===== config.mk =====
export PLATFORM = sky130hd
export DESIGN_NAME = adc_capture_deadlock_watchdog_ctrl
export DESIGN_NICKNAME = d
export VERILOG_FILES = /design/src/rtl/adc_capture_wdog_pkg.sv /design/src/rtl/adc_capture_wdog_timer.sv /design/src/rtl/adc_capture_deadlock_watchdog_ctrl.sv
export SDC_FILE = /design/constraint.sdc
export NUM_CORES = 1
export LEC_CHECK = 0
export CORE_ASPECT_RATIO = 2
export CORE_MARGIN = 10
export CORE_UTILIZATION = 45
export CTS_CLUSTER_SIZE = 28
export DETAILED_ROUTE_END_ITERATION = 8
export DONT_BUFFER_PORTS = 1
export PLACE_DENSITY_LB_ADDON = 0.15
export SKIP_CTS_REPAIR_TIMING = 1
export SYNTH_ARGS = -nofsm -noshare
export SYNTH_HDL_FRONTEND = slang
export SYNTH_HIERARCHICAL = 1
export SYNTH_SLANG_ARGS = --single-unit

===== constraint.sdc =====
create_clock -name clock -period 4.55 [get_ports clock]
set_input_delay 0.91 -clock clock [delete_from_list [all_inputs] [get_ports clock]]
set_output_delay 0.91 -clock clock [all_outputs]
set_load 0.02 [all_outputs]

===== src/rtl/adc_capture_wdog_pkg.sv =====
// Shared types and helpers for the adc_capture deadlock watchdog controller.
package adc_capture_wdog_pkg;

  typedef enum logic [2:0] {
    ST_IDLE    = 3'd0,
    ST_ARMED   = 3'd1,
    ST_SUSPECT = 3'd2,
    ST_TRIPPED = 3'd3,
    ST_RECOVER = 3'd4,
    ST_HOLDOFF = 3'd5
  } wdog_state_e;

  localparam int unsigned STATE_W      = 3;
  localparam int unsigned RPT_INFO_LSB = 0;

  // Trip count sits directly above the info field in rpt_data.
  function automatic int unsigned rpt_cnt_lsb(input int unsigned info_w);
    return info_w;
  endfunction

  function automatic int unsigned max3(input int unsigned a, input int unsigned b,
                                       input int unsigned c);
    int unsigned m;
    m = (a > b) ? a : b;
    return (m > c) ? m : c;
  endfunction

  // Number of bits needed to hold the value v (at least 1).
  function automatic int unsigned bits_for(input int unsigned v);
    int unsigned w;
    w = 1;
    for (int unsigned i = 1; i < 32; i++) begin
      if ((v >> i) != 0) w = i + 1;
    end
    return w;
  endfunction

endpackage


===== src/rtl/adc_capture_wdog_timer.sv =====
// Loadable saturating up-counter with terminal-count compare.
module adc_capture_wdog_timer #(
  parameter int unsigned W = 8
) (
  input  logic         clock,
  input  logic         reset,
  input  logic         load_i,
  input  logic [W-1:0] load_val_i,
  input  logic         inc_i,
  input  logic [W-1:0] term_val_i,
  output logic         term_o
);

  logic [W-1:0] count_q, count_d;

  always_comb begin
    count_d = count_q;
    if (load_i) begin
      count_d = load_val_i;
    end else if (inc_i && (count_q != '1)) begin
      count_d = count_q + 1'b1;
    end
  end

  always_ff @(posedge clock) begin
    if (reset) count_q <= '0;
    else       count_q <= count_d;
  end

  assign term_o = (count_q == term_val_i);

endmodule


===== src/rtl/adc_capture_deadlock_watchdog_ctrl.sv =====
// Deadlock watchdog: debounces the HLS monitor block flag, latches stalled channels,
// raises irq plus a one-shot report, then sequences dataflow reset and re-arm holdoff.
module adc_capture_deadlock_watchdog_ctrl
  import adc_capture_wdog_pkg::*;
#(
  parameter int unsigned INFO_W          = 4,
  parameter int unsigned CNT_W           = 16,
  parameter int unsigned DEBOUNCE_CYCLES = 256,
  parameter int unsigned RESET_CYCLES    = 16,
  parameter int unsigned HOLDOFF_CYCLES  = 1024,
  parameter bit          AUTO_RECOVER    = 1'b1
) (
  input  logic                    clock,
  input  logic                    reset,
  input  logic                    enable,
  input  logic                    mon_block,
  input  logic [INFO_W-1:0]       mon_info,
  input  logic                    ack,
  input  logic                    clr_count,
  output logic                    df_reset,
  output logic                    irq,
  output logic [INFO_W-1:0]       tripped_info,
  output logic [CNT_W-1:0]        trip_count,
  output logic [STATE_W-1:0]      state,
  output logic                    rpt_valid,
  input  logic                    rpt_ready,
  output logic [CNT_W+INFO_W-1:0] rpt_data,
  output logic                    rpt_overrun
);

  localparam int unsigned TMR_W = bits_for(max3(DEBOUNCE_CYCLES, RESET_CYCLES, HOLDOFF_CYCLES));
  localparam logic [TMR_W-1:0] DEB_TERM = TMR_W'(DEBOUNCE_CYCLES - 1);
  localparam logic [TMR_W-1:0] RST_TERM = TMR_W'(RESET_CYCLES - 1);
  localparam logic [TMR_W-1:0] HO_TERM  = TMR_W'(HOLDOFF_CYCLES - 1);

  wdog_state_e             state_q, state_d;
  logic [INFO_W-1:0]       acc_q, acc_d;
  logic                    irq_q, irq_d;
  logic [INFO_W-1:0]       info_q, info_d;
  logic [CNT_W-1:0]        cnt_q, cnt_d, cnt_inc;
  logic                    rvalid_q, rvalid_d;
  logic [CNT_W+INFO_W-1:0] rdata_q, rdata_d;
  logic                    ovr_q, ovr_d;
  logic                    dfr_q, dfr_d;

  logic                    trip_evt;
  logic [INFO_W-1:0]       trip_info;
  logic                    tmr_load, tmr_inc, tmr_term;
  logic [TMR_W-1:0]        tmr_load_val, tmr_term_val;

  // One timer serves SUSPECT, RECOVER and HOLDOFF; only the terminal value changes.
  adc_capture_wdog_timer #(
    .W (TMR_W)
  ) u_timer (
    .clock      (clock),
    .reset      (reset),
    .load_i     (tmr_load),
    .load_val_i (tmr_load_val),
    .inc_i      (tmr_inc),
    .term_val_i (tmr_term_val),
    .term_o     (tmr_term)
  );

  assign trip_info = acc_q | mon_info;

  always_ff @(posedge clock) begin
    if (reset) state_q <= ST_IDLE;
    else       state_q <= state_d;
  end

  always_comb begin
    state_d      = state_q;
    acc_d        = acc_q;
    trip_evt     = 1'b0;
    tmr_load     = 1'b0;
    tmr_load_val = '0;
    tmr_inc      = 1'b0;
    tmr_term_val = '0;
    case (state_q)
      ST_IDLE: begin
        if (enable) state_d = ST_ARMED;
      end
      ST_ARMED: begin
        if (!enable) begin
          state_d = ST_IDLE;
        end else if (mon_block) begin
          state_d      = ST_SUSPECT;
          acc_d        = mon_info;
          tmr_load     = 1'b1;
          tmr_load_val = TMR_W'(1);
        end
      end
      ST_SUSPECT: begin
        tmr_term_val = DEB_TERM;
        if (!enable) begin
          state_d = ST_IDLE;
          acc_d   = '0;
        end else if (!mon_block) begin
          state_d = ST_ARMED;
          acc_d   = '0;
        end else if (tmr_term) begin
          state_d  = ST_TRIPPED;
          trip_evt = 1'b1;
          acc_d    = '0;
        end else begin
          acc_d   = acc_q | mon_info;
          tmr_inc = 1'b1;
        end
      end
      ST_TRIPPED: begin
        if (!enable) begin
          state_d = ST_IDLE;
        end else if (AUTO_RECOVER || ack) begin
          state_d  = ST_RECOVER;
          tmr_load = 1'b1;
        end
      end
      ST_RECOVER: begin
        // The pulse always runs to completion; enable only picks the exit state.
        tmr_term_val = RST_TERM;
        if (tmr_term) begin
          state_d  = enable ? ST_HOLDOFF : ST_IDLE;
          tmr_load = 1'b1;
        end else begin
          tmr_inc = 1'b1;
        end
      end
      ST_HOLDOFF: begin
        tmr_term_val = HO_TERM;
        if (!enable) begin
          state_d = ST_IDLE;
        end else if (tmr_term) begin
          state_d = ST_ARMED;
        end else begin
          tmr_inc = 1'b1;
        end
      end
      default: state_d = ST_IDLE;
    endcase
  end

  always_comb begin
    irq_d    = irq_q;
    info_d   = info_q;
    cnt_d    = cnt_q;
    ovr_d    = ovr_q;
    rvalid_d = rvalid_q;
    rdata_d  = rdata_q;
    cnt_inc  = (cnt_q == '1) ? cnt_q : cnt_q + 1'b1;

    if (trip_evt)   irq_d = 1'b1;
    else if (ack)   irq_d = 1'b0;

    if (clr_count) begin
      cnt_d = '0;
      ovr_d = 1'b0;
    end

    if (rvalid_q && rpt_ready) rvalid_d = 1'b0;

    if (trip_evt) begin
      info_d = trip_info;
      cnt_d  = clr_count ? CNT_W'(1) : cnt_inc;
      // A still-pending report is preserved; the lost trip is flagged instead.
      if (!rvalid_q) begin
        rvalid_d                                 = 1'b1;
        rdata_d[RPT_INFO_LSB +: INFO_W]          = trip_info;
        rdata_d[rpt_cnt_lsb(INFO_W) +: CNT_W]    = cnt_d;
      end else begin
        ovr_d = 1'b1;
      end
    end

    dfr_d = (state_d == ST_RECOVER);
  end

  always_ff @(posedge clock) begin
    if (reset) begin
      acc_q    <= '0;
      irq_q    <= 1'b0;
      info_q   <= '0;
      cnt_q    <= '0;
      rvalid_q <= 1'b0;
      rdata_q  <= '0;
      ovr_q    <= 1'b0;
      dfr_q    <= 1'b0;
    end else begin
      acc_q    <= acc_d;
      irq_q    <= irq_d;
      info_q   <= info_d;
      cnt_q    <= cnt_d;
      rvalid_q <= rvalid_d;
      rdata_q  <= rdata_d;
      ovr_q    <= ovr_d;
      dfr_q    <= dfr_d;
    end
  end

  assign df_reset     = dfr_q;
  assign irq          = irq_q;
  assign tripped_info = info_q;
  assign trip_count   = cnt_q;
  assign state        = state_q;
  assign rpt_valid    = rvalid_q;
  assign rpt_data     = rdata_q;
  assign rpt_overrun  = ovr_q;

endmodule


=== Word level (Yosys, flattened, before mapping) ===
Cells that the tools add are included.

* Register bits after elaboration: 62
* Input port bits: 11
* Output and inout port bits: 47
* Word-level logic and storage cells: 83

* Add/sub/neg operators: 2
* Eq/ne operators: 11
* Mux-type cells: 49
* Bitwise logic cells: 2
* Reduce and logical (&&, ||, !) cells: 9

{| class="wikitable"
|+ Operator list
! kind !! number
|-
| 2-to-1 mux 16 bit || 4
|-
| 2-to-1 mux 3 bit || 11
|-
| case mux 10 bit (3 select lines) || 1
|-
| 2-to-1 mux 1 bit || 22
|-
| 2-to-1 mux 11 bit || 2
|-
| 2-to-1 mux 4 bit || 5
|-
| case mux 3 bit (6 select lines) || 1
|-
| adder 16 x 1 -> 16 bit, second input constant || 1
|-
| == test 16 bit, second input constant || 1
|-
| adder 11 x 1 -> 11 bit, second input constant || 1
|-
| == test 11 x 10 -> 1 bit || 1
|-
| != test 11 bit, second input constant || 1
|-
| == test 3 bit, second input constant || 3
|-
| case mux 4 bit (2 select lines) || 1
|-
| nonzero test 2 bit || 4
|-
| == test 3 x 2 -> 1 bit, second input constant || 2
|-
| case mux 1 bit (3 select lines) || 2
|-
| != test 2 bit, second input constant || 2
|-
| bitwise OR 4 bit || 1
|-
| == test 3 x 1 -> 1 bit, second input constant || 1
|-
| logical NOT 3 bit || 1
|-
| AND reduction 3 bit || 1
|-
| logical AND 1 bit || 2
|-
| AND reduction 2 bit || 1
|-
| NOT 1 bit || 1
|}

=== Logic depth before layout (Yosys ltp) ===
Gate-level depths: netlist of the first run.

* Depth in word-level cells: 10
* Depth in mapped cells: 14
* Mapped depth without buffers: 11

=== Cells and area by module ===
Netlist of the first run, hierarchy kept.

{| class="wikitable"
|+ By module, submodules not included
! module !! instances !! cells an instance !! area an instance (um^2) !! seq. area each (um^2)
|-
| adc_capture_deadlock_watchdog_ctrl || 1 || 285 || 2482.4 || 1021.0
|-
| adc_capture_wdog_timer || 1 || 93 || 798.3 || 220.2
|}

=== Worst setup path after synthesis of the first run ===
No wires, ideal clock.

* Path kind: register -> register
* From: reg state_q[2], in the netlist state[2]
* To: reg u_timer.count_q[4]
* Arrival time: 3.235 ns
* Path slack: 1.176 ns
* Cell stages (with the launch flop): 14
* Period minus slack after synthesis: 3.374 ns
* Path through: dfxtp_1 nor2b_1 and2_1 o21bai_1 xnor2_1 nand4_1 nor3_1 clkbuf_1 nand2_1 o21ai_0 clkinv_1 clkbuf_1 nor2_1 a211oi_1

* Elaborated cells on any way between the ends: 17

{| class="wikitable"
|+ RTL lines
! element !! line !! RTL
|-
| from (decl) || adc_capture_deadlock_watchdog_ctrl.sv:36 || <nowiki>wdog_state_e state_q, state_d;</nowiki>
|-
| from (signal assigned) || adc_capture_deadlock_watchdog_ctrl.sv:68 || <nowiki>else state_q <= state_d;</nowiki>
|-
| == test 3 bit / == test 3 x 2 -> 1 bit (equally long branches) || adc_capture_deadlock_watchdog_ctrl.sv:79 || <nowiki>case (state_q)</nowiki>
|-
| case mux 10 bit (3 select lines) * || adc_capture_deadlock_watchdog_ctrl.sv:79 ||
|-
| named net tmr_term_val[8] || adc_capture_deadlock_watchdog_ctrl.sv:49 || <nowiki>logic [TMR_W-1:0] tmr_load_val, tmr_term_val;</nowiki>
|-
| == test 11 x 10 -> 1 bit * || adc_capture_wdog_timer.sv:30 || <nowiki>assign term_o = (count_q == term_val_i);</nowiki>
|-
| named net tmr_term || adc_capture_deadlock_watchdog_ctrl.sv:48 || <nowiki>logic tmr_load, tmr_inc, tmr_term;</nowiki>
|-
| 2-to-1 mux 1 bit * || adc_capture_deadlock_watchdog_ctrl.sv:121 || <nowiki>if (tmr_term) begin</nowiki>
|-
| case mux 1 bit (3 select lines) * || adc_capture_deadlock_watchdog_ctrl.sv:79 ||
|-
| named net tmr_load || adc_capture_deadlock_watchdog_ctrl.sv:48 ||
|-
| 2-to-1 mux 11 bit / nonzero test 2 bit (equally long branches) || -- ||
|-
| to (signal assigned) || adc_capture_wdog_timer.sv:27 || <nowiki>else count_q <= count_d;</nowiki>
|-
| to (decl) || adc_capture_wdog_timer.sv:14 || <nowiki>logic [W-1:0] count_q, count_d;</nowiki>
|}

The timed path passes the listed nets; every way through them passes the cells marked *.
A chain may end at the register's enable or synchronous reset.

=== Final worst setup path of the first run ===
* From: reg state_q[2], in the netlist state[2]
* To: reg u_timer.count_q[9]

* Word-level cells in the longest chain between the ends: 9
* Elaborated cells on any way between the ends: 17

{| class="wikitable"
|+ Ends and longest elaborated chain
! element !! line !! RTL
|-
| == test 3 bit / == test 3 x 2 -> 1 bit (equally long branches) || adc_capture_deadlock_watchdog_ctrl.sv:79 ||
|-
| case mux 10 bit (3 select lines) * || adc_capture_deadlock_watchdog_ctrl.sv:79 ||
|-
| named net tmr_term_val[8] || adc_capture_deadlock_watchdog_ctrl.sv:49 ||
|-
| == test 11 x 10 -> 1 bit * || adc_capture_wdog_timer.sv:30 ||
|-
| named net tmr_term || adc_capture_deadlock_watchdog_ctrl.sv:48 ||
|-
| 2-to-1 mux 1 bit * || adc_capture_deadlock_watchdog_ctrl.sv:101, adc_capture_deadlock_watchdog_ctrl.sv:121, adc_capture_deadlock_watchdog_ctrl.sv:132 ||
|-
| 2-to-1 mux 1 bit || adc_capture_deadlock_watchdog_ctrl.sv:98 || <nowiki>end else if (!mon_block) begin</nowiki>
|-
| 2-to-1 mux 1 bit || adc_capture_deadlock_watchdog_ctrl.sv:95 || <nowiki>if (!enable) begin</nowiki>
|-
| case mux 1 bit (3 select lines) * || adc_capture_deadlock_watchdog_ctrl.sv:79 ||
|-
| named net tmr_inc || adc_capture_deadlock_watchdog_ctrl.sv:48 ||
|-
| logical AND 1 bit * || adc_capture_wdog_timer.sv:20 || <nowiki>end else if (inc_i && (count_q != '1)) begin</nowiki>
|-
| nonzero test 2 bit (no source line) * || -- ||
|}

Marks and branches as above.

==> results.yml, run 1 <==
clock_network:
  h-tree-depth: 3
  cts_tree: "built"
  clock_sinks: 62
  clockRootBuffer: "clkbuf_16"
  clkLatencyLatePin_ns: 0.34
  path_clk_slew_ns: 0.05
  clk_path_buf_depth: 2
  cts-buffers-inserted: 9
route:
  drc: 0
  first_pass_iters: 5
  ant_nets: 0
  wl_per_cell_um: 16.7
  viasPerCell: 5.77
  vias: 2746
  wirelength_um: 7950
  drt_iter0_markers: 182
placed_design:
  gp_congestion: 0.827
  port-buffer-count: 0
  placed_cell_area_um2: 3330
  dp_hpwl_um: 5620
floorplanning:
  ios: 58
  die_area_um2: 11300
  dieHeight_um: 141
  num_rows: 44
  die_x_um: 80.4
  initial_utilization_pct: 45.8
  fp.coreArea_um2: 7160
setup_path:
  critical_path_class: "register to register"
  path_max_fanout: 10
  cp.required_ns: 4.80
  r2r-start: "state[2]$_SDFF_PP0_"
  crit_start: "state[2]$_SDFF_PP0_"
  arrival_ns: 3.78
  cp-end-kind: "register"
  start_kind: "register"
run:
  drv_cap: 0
layout:
  final_util_pct: 51.5
  fill_cells: 709
  register_area_um2: 1240
  final_area_um2: 3680
  antenna_cells: 0
  syn2layout_area_growth_pct: 12.2
  final_nets: 392
  multi_input_area_um2: 1920
  drive_above_1_share_pct: 10.7
timing:
  rsz0062_at_grt: "no"
  max_freq_mhz: 283
  hold_viol: 0
  setup_viol: 0
  timing.hold.ws_ns: 0.506
  final-max-slew-violation-count: 0
  skew_ns: 0.00539
  fin_setup_tns_ns: 0
  final.min_clock_period_ns: 3.53
  worst_pin_slew_ns: 0.874
  post-route-period-util_pct: 77.6
  slew_headroom_pct: 41.5
synth:
  synth_seq_cells: 62
  synth_xor_area_share_pct: 8.81
  synth_top_family_by_area: "simple AND/OR/NAND/NOR gates"
  synthAdderAreaFrac_pct: 0.763
  ys_async_sr_fraction_pct: 0
  synth_area_per_cell_um2: 8.68
  synth_edf_count: 0
  synth_compound_area_share_pct: 20.7
  synthTopCellsByArea: "dfxtp_1 38%, nor2_1 7.2%, xnor2_1 6.4%, a211oi_1 3.9%, nand3_1 2.4%"
  yosys.area_share.simple_pct: 25.8
  synth_top_area_share_pct: 37.8
  synth-main-ff-cell: "dfxtp_1"
  yosys.area.top_type: "dfxtp_1"
  yosysWarnings: 6
  synth_cells: 378
  synthMuxAreaShare_pct: 1.22
  ys_types: 62
  netlist_area_um2: 3280
  ys_seq_area_share_pct: 37.8
global_routing:
  grt-ovfl-total: 0
  grt_usage_pct: 14.1
  antenna_found_initial: 0
  grt_pass1_wl_um: 12800
  grt_pass1_vias: 2514
  grt_max_degree: 38
hold_path:
  hold_start: "acc_q[3]$_SDFFE_PP0P_"
  hold_path_class: "register to register"
power_and_ir_drop:
  irDropWorstVdd_mv: 0.281
  switchingPower_uw: 289
  clockPowerShare_pct: 57.3
  p_leak_nw: 1.24
  pwr-share-seq_pct: 39.4
  power.internal_mw: 1.13
  switching_share_pct: 20.3
  power_frac_comb_pct: 3.4
  p_per_area_nw_per_um2: 387
run_status:
  status: "finished, final reports clean"
==> Yosys cell counts (all sizes together), types with 2 or more instances <==
library cell and count:
o211ai 2, nand3 18, or3 3, a311oi 6
nor2b 6, mux2i 4, a22oi 5, xnor2 24
nand2 21, nand4 11, a211oi 17, or2 3
o21ai 11, ha 2, buf 15, nor4 3
o2bb2ai 10, clkbuf 9, or4 2, o21bai 2
a21o 2, nor2 63, a21oi 16, and4 5
xor2 9, and2 3, nand2b 2, inv 4
a31oi 4, o31ai 5, and3 4, dfxtp 62
nor3 10, o21a 3
==> cell usage in the layout, fill, tap and decap left out, drive strengths merged, types with 5 or more instances in the layout <==
cell type | synthesis | layout
nor2 | 63 | 63
dfxtp | 62 | 62
xnor2 | 24 | 24
nand2 | 21 | 21
nand3 | 18 | 18
a211oi | 17 | 17
a21oi | 16 | 16
o21ai | 11 | 11
conb | 1 | 11
clkbuf | 9 | 11
nand4 | 11 | 11
nor3 | 10 | 10
o2bb2ai | 10 | 10
xor2 | 9 | 9
nor2b | 6 | 6
a311oi | 6 | 6
a22oi | 5 | 5
o31ai | 5 | 5
inv | 4 | 5
and4 | 5 | 5
==> flip-flops by register name (all words and copies together), names as in the netlist <==
name	flops
rpt_data	20
tripped_info	4
df_reset	1
state	3
rpt_valid	1
u_timer/count_q	11
acc_q	4
rpt_overrun	1
irq	1
trip_count	16
==> cell type report <==
class                      count  share of cell area, %
clock inverter                 5                   2.82
inverter                       5                  0.510
sequential                    62                   33.7
tap                           92                   3.13
multi-input combinational    297                   52.2
timing repair buffer           4                  0.815
clock buffer                  11                   6.86
==> worst max-delay path, cell delays in order, from the launching register on <==
cell and delay, ns:
dfxtp_1 0.65, nor2b_1 0.41, and2_1 0.25, o21bai_1 0.26
xnor2_1 0.12, nand4_1 0.11, nor3_1 0.05, buf_4 0.16
nor2_1 0.50, o31ai_4 0.24, or4_1 0.46, a311oi_2 0.24
==> power by group through the flow <==
| stage | logic [mW] | clock network (mW) | registers (mW) |
|---|---|---|---|
| after floorplan | 0.0458 | 0 | 0.567 |
| after global placement | 0.0461 | 0 | 0.572 |
| after detailed placement | 0.0474 | 0 | 0.572 |
| after CTS | 0.0477 | 0.827 | 0.560 |
| after global routing | 0.0539 | 0.844 | 0.561 |
| final | 0.0477 | 0.815 | 0.560 |
==> final timing paths <==
| kind | slack [ns] | cells after the start | endpoint |
|---|---|---|---|
| worst max-delay path | 1.02 | 11 | u_timer/count_q[9]$_SDFFE_PP0P_ |
| worst min-delay path | 0.51 | 2 | acc_q[3]$_SDFFE_PP0P_ |
| worst max register to register | 1.02 | 11 | u_timer/count_q[9]$_SDFFE_PP0P_ |
| worst min register to register | 0.51 | 2 | acc_q[3]$_SDFFE_PP0P_ |
==> metrics by stage <==
stage | power [mW] | worst slack [ns] | cells
after global placement | 0.618 | 1.26 | 460
after floorplan | 0.613 | 1.18 | 388
after CTS | 1.43 | 1.05 | 476
after detailed placement | 0.619 | 1.07 | 460
final | 1.42 | 1.02 | 476
after global routing | 1.46 | 0.730 | 476
==> per-layer routing <==
metal  GRT usage, %  vias to the layer above  part of all wire [%]
met4           7.37                        0                   2.6
met3           5.99                       15                   9.1
met5              0                        -                     0
met1           17.1                     1277                    43
met2           20.3                       86                    45
li1               -                     1368                     -
==> cell families after synthesis <==
logic type	count (synthesis)
buffers and inverters	29
AO/OA/AOI/OAI	91
adder cells (fa/ha/maj)	2
XOR/XNOR	33
multiplexers	4
flip-flops	62
other	1
AND/OR/NAND/NOR	156
Power figures use the tool's default switching activity.
==> inputs of run 2 (changes only) <==
==> constraint.sdc (replaced) <==
create_clock -name clock -period 3.03 [get_ports clock]
set_input_delay 0.606 -clock clock [delete_from_list [all_inputs] [get_ports clock]]
set_output_delay 0.606 -clock clock [all_outputs]
set_load 0.02 [all_outputs]
==> results.yml, run 2 (synthesized netlist as in run 1, its figures left out) <==
clock_network:
  clock_sinks: 62
  h-tree-depth: 3
  clockRootBuffer: "clkbuf_16"
  clk_path_buf_depth: 2
  clkLatencyLatePin_ns: 0.33
  path_clk_slew_ns: 0.05
  cts-buffers-inserted: 9
  cts_tree: "built"
timing:
  slew_headroom_pct: 37.2
  post-route-period-util_pct: 87.2
  worst_pin_slew_ns: 0.938
  skew_ns: 0.00412
  setup_viol: 0
  fin_setup_tns_ns: 0
  max_freq_mhz: 379
  final.min_clock_period_ns: 2.64
  hold_viol: 0
  final-max-slew-violation-count: 0
  rsz0062_at_grt: "no"
layout:
  antenna_cells: 0
  register_area_um2: 1240
  syn2layout_area_growth_pct: 12.3
  final_area_um2: 3680
  most-common-layout-cells: "63 x nor2_1, 61 x dfxtp_1, 24 x xnor2_1"
  multi_input_area_um2: 1930
  final_nets: 403
  drive_above_1_share_pct: 13.7
  fill_cells: 699
  final_common_cell: "nor2_1"
  largest_reg_flops: 20
setup_path:
  reg2reg_to: "u_timer/count_q[8]$_SDFFE_PP0P_"
  cp.required_ns: 3.23
  cp_num_buf_inv: 2
  cp_common_cell: "buf_4"
  cp-end-kind: "register"
  critical_path_class: "register to register"
  arrival_ns: 2.84
  slowest_stage: "a2111oi_0"
  crit_start: "state[1]$_SDFF_PP0_"
  cpPeakStageDelay_ns: 0.41
  critical_path.top_delay_family: "simple AND/OR/NAND/NOR gates"
  cp_cell_sequence: "nor2b_2, and2_1, o21bai_1, xnor2_1, nand4_1, nor3_1, buf_4, nand2_1, o21ai_1, buf_4, nor2_1, a2111oi_0"
  r2r-start: "state[1]$_SDFF_PP0_"
  path_max_fanout: 7
  r2r_slack_ns: 0.39
  cp-endpoint: "u_timer/count_q[8]$_SDFFE_PP0P_"
  crit_cells: 12
  start_kind: "register"
  rr_worst_depth: 12
floorplanning:
  ios: 58
  dieHeight_um: 141
  die_x_um: 80.4
  initial_utilization_pct: 45.8
  fp.coreArea_um2: 7160
  num_rows: 44
  die_area_um2: 11300
route:
  routed-wl-met3_um: 745
  wirelength_um: 7940
  drt_iter0_markers: 153
  dr.max_layer_used: "met4"
  first_pass_iters: 4
  wl_met1_um: 3510
  wl_per_cell_um: 16.3
  drc: 0
  met2_length_um: 3540
  ant_nets: 0
  viasPerCell: 5.54
  vias: 2699
run_status:
  status: "finished, final reports clean"
power_and_ir_drop:
  p_leak_nw: 1.25
  irDropWorstVdd_mv: 0.298
  p_per_area_nw_per_um2: 499
global_routing:
  grt_pass1_wl_um: 13100
  grt_pass1_vias: 2653
  antenna_found_initial: 0
  grt-ovfl-total: 0
  grt_usage_pct: 14.4
  grt_max_degree: 38
placed_design:
  dp_hpwl_um: 5730
  port-buffer-count: 0
  placed_cell_area_um2: 3410
  gp_congestion: 0.831
hold_path:
  hold_path_class: "primary input to register"
run:
  drv_cap: 0
-- run 2: cell count changes in the layout (fill, tap and decap cells not counted), sizes merged --
cell,delta
clkinvlp,+1
buf,+11
bufinv,-3
clkinv,+2
clkbuf,+1
inv,-1
-- run 2: per-stage QoR --
stage	power (mW)	hold slack [ns]	worst slack [ns]	util, %	std cells
after CTS	1.86	0.333	0.224	51.4	487
after floorplan	0.920	0.466	0.0118	-	388
after global placement	0.932	0.486	0.372	47.7	471
after detailed placement	0.932	0.494	0.263	47.7	471
final	1.84	0.347	0.388	51.5	487
after global routing	1.91	0.335	0.103	51.5	487
-- run 2: worst register-to-register path, stage by stage (launching register included) --
cell       delay, ns
dfxtp_1         0.34
nor2b_2         0.14
and2_1          0.21
o21bai_1        0.26
xnor2_1         0.17
nand4_1         0.10
nor3_1          0.31
buf_4           0.21
nand2_1         0.06
o21ai_1         0.11
buf_4           0.16
nor2_1          0.04
a2111oi_0       0.41
-- run 2: how the worst min path moves through the flow --
stage	start	to	slack (ns)	cells after the start
final	reset	u_timer/count_q[9]$_SDFFE_PP0P_	0.35	1
after global routing	reset	acc_q[3]$_SDFFE_PP0P_	0.33	1
after CTS	reset	u_timer/count_q[9]$_SDFFE_PP0P_	0.33	1
after detailed placement	acc_q[0]$_SDFFE_PP0P_	acc_q[0]$_SDFFE_PP0P_	0.49	2
after global placement	acc_q[2]$_SDFFE_PP0P_	acc_q[2]$_SDFFE_PP0P_	0.49	2
after floorplan	acc_q[0]$_SDFFE_PP0P_	acc_q[0]$_SDFFE_PP0P_	0.47	2
-- run 2: layer usage --
layer	vias up	GRT usage, %
li1	1386	-
met1	1237	17.0
met2	66	21.2
met3	10	6.94
met4	0	6.34
met5	-	0
-- run 2: area by class of cell --
| type | instances | share of cell area [%] |
|---|---|---|
| Sequential cell | 62 | 33.7 |
| Tap cell | 92 | 3.12 |
| Timing Repair Buffer | 15 | 3.06 |
| Clock inverter | 4 | 0.611 |
| Clock buffer | 12 | 6.69 |
| Inverter | 5 | 0.509 |
| Multi-Input combinational cell | 297 | 52.3 |
-- run 2: where the power goes --
part | leakage [nW] | total (mW) | switching, mW | internal [mW]
sequential | 0.501 | 0.838 | 0.0133 | 0.825
combinational | 0.619 | 0.0783 | 0.0461 | 0.0322
clock | 0.132 | 0.923 | 0.352 | 0.571
total | 1.25 | 1.84 | 0.412 | 1.43
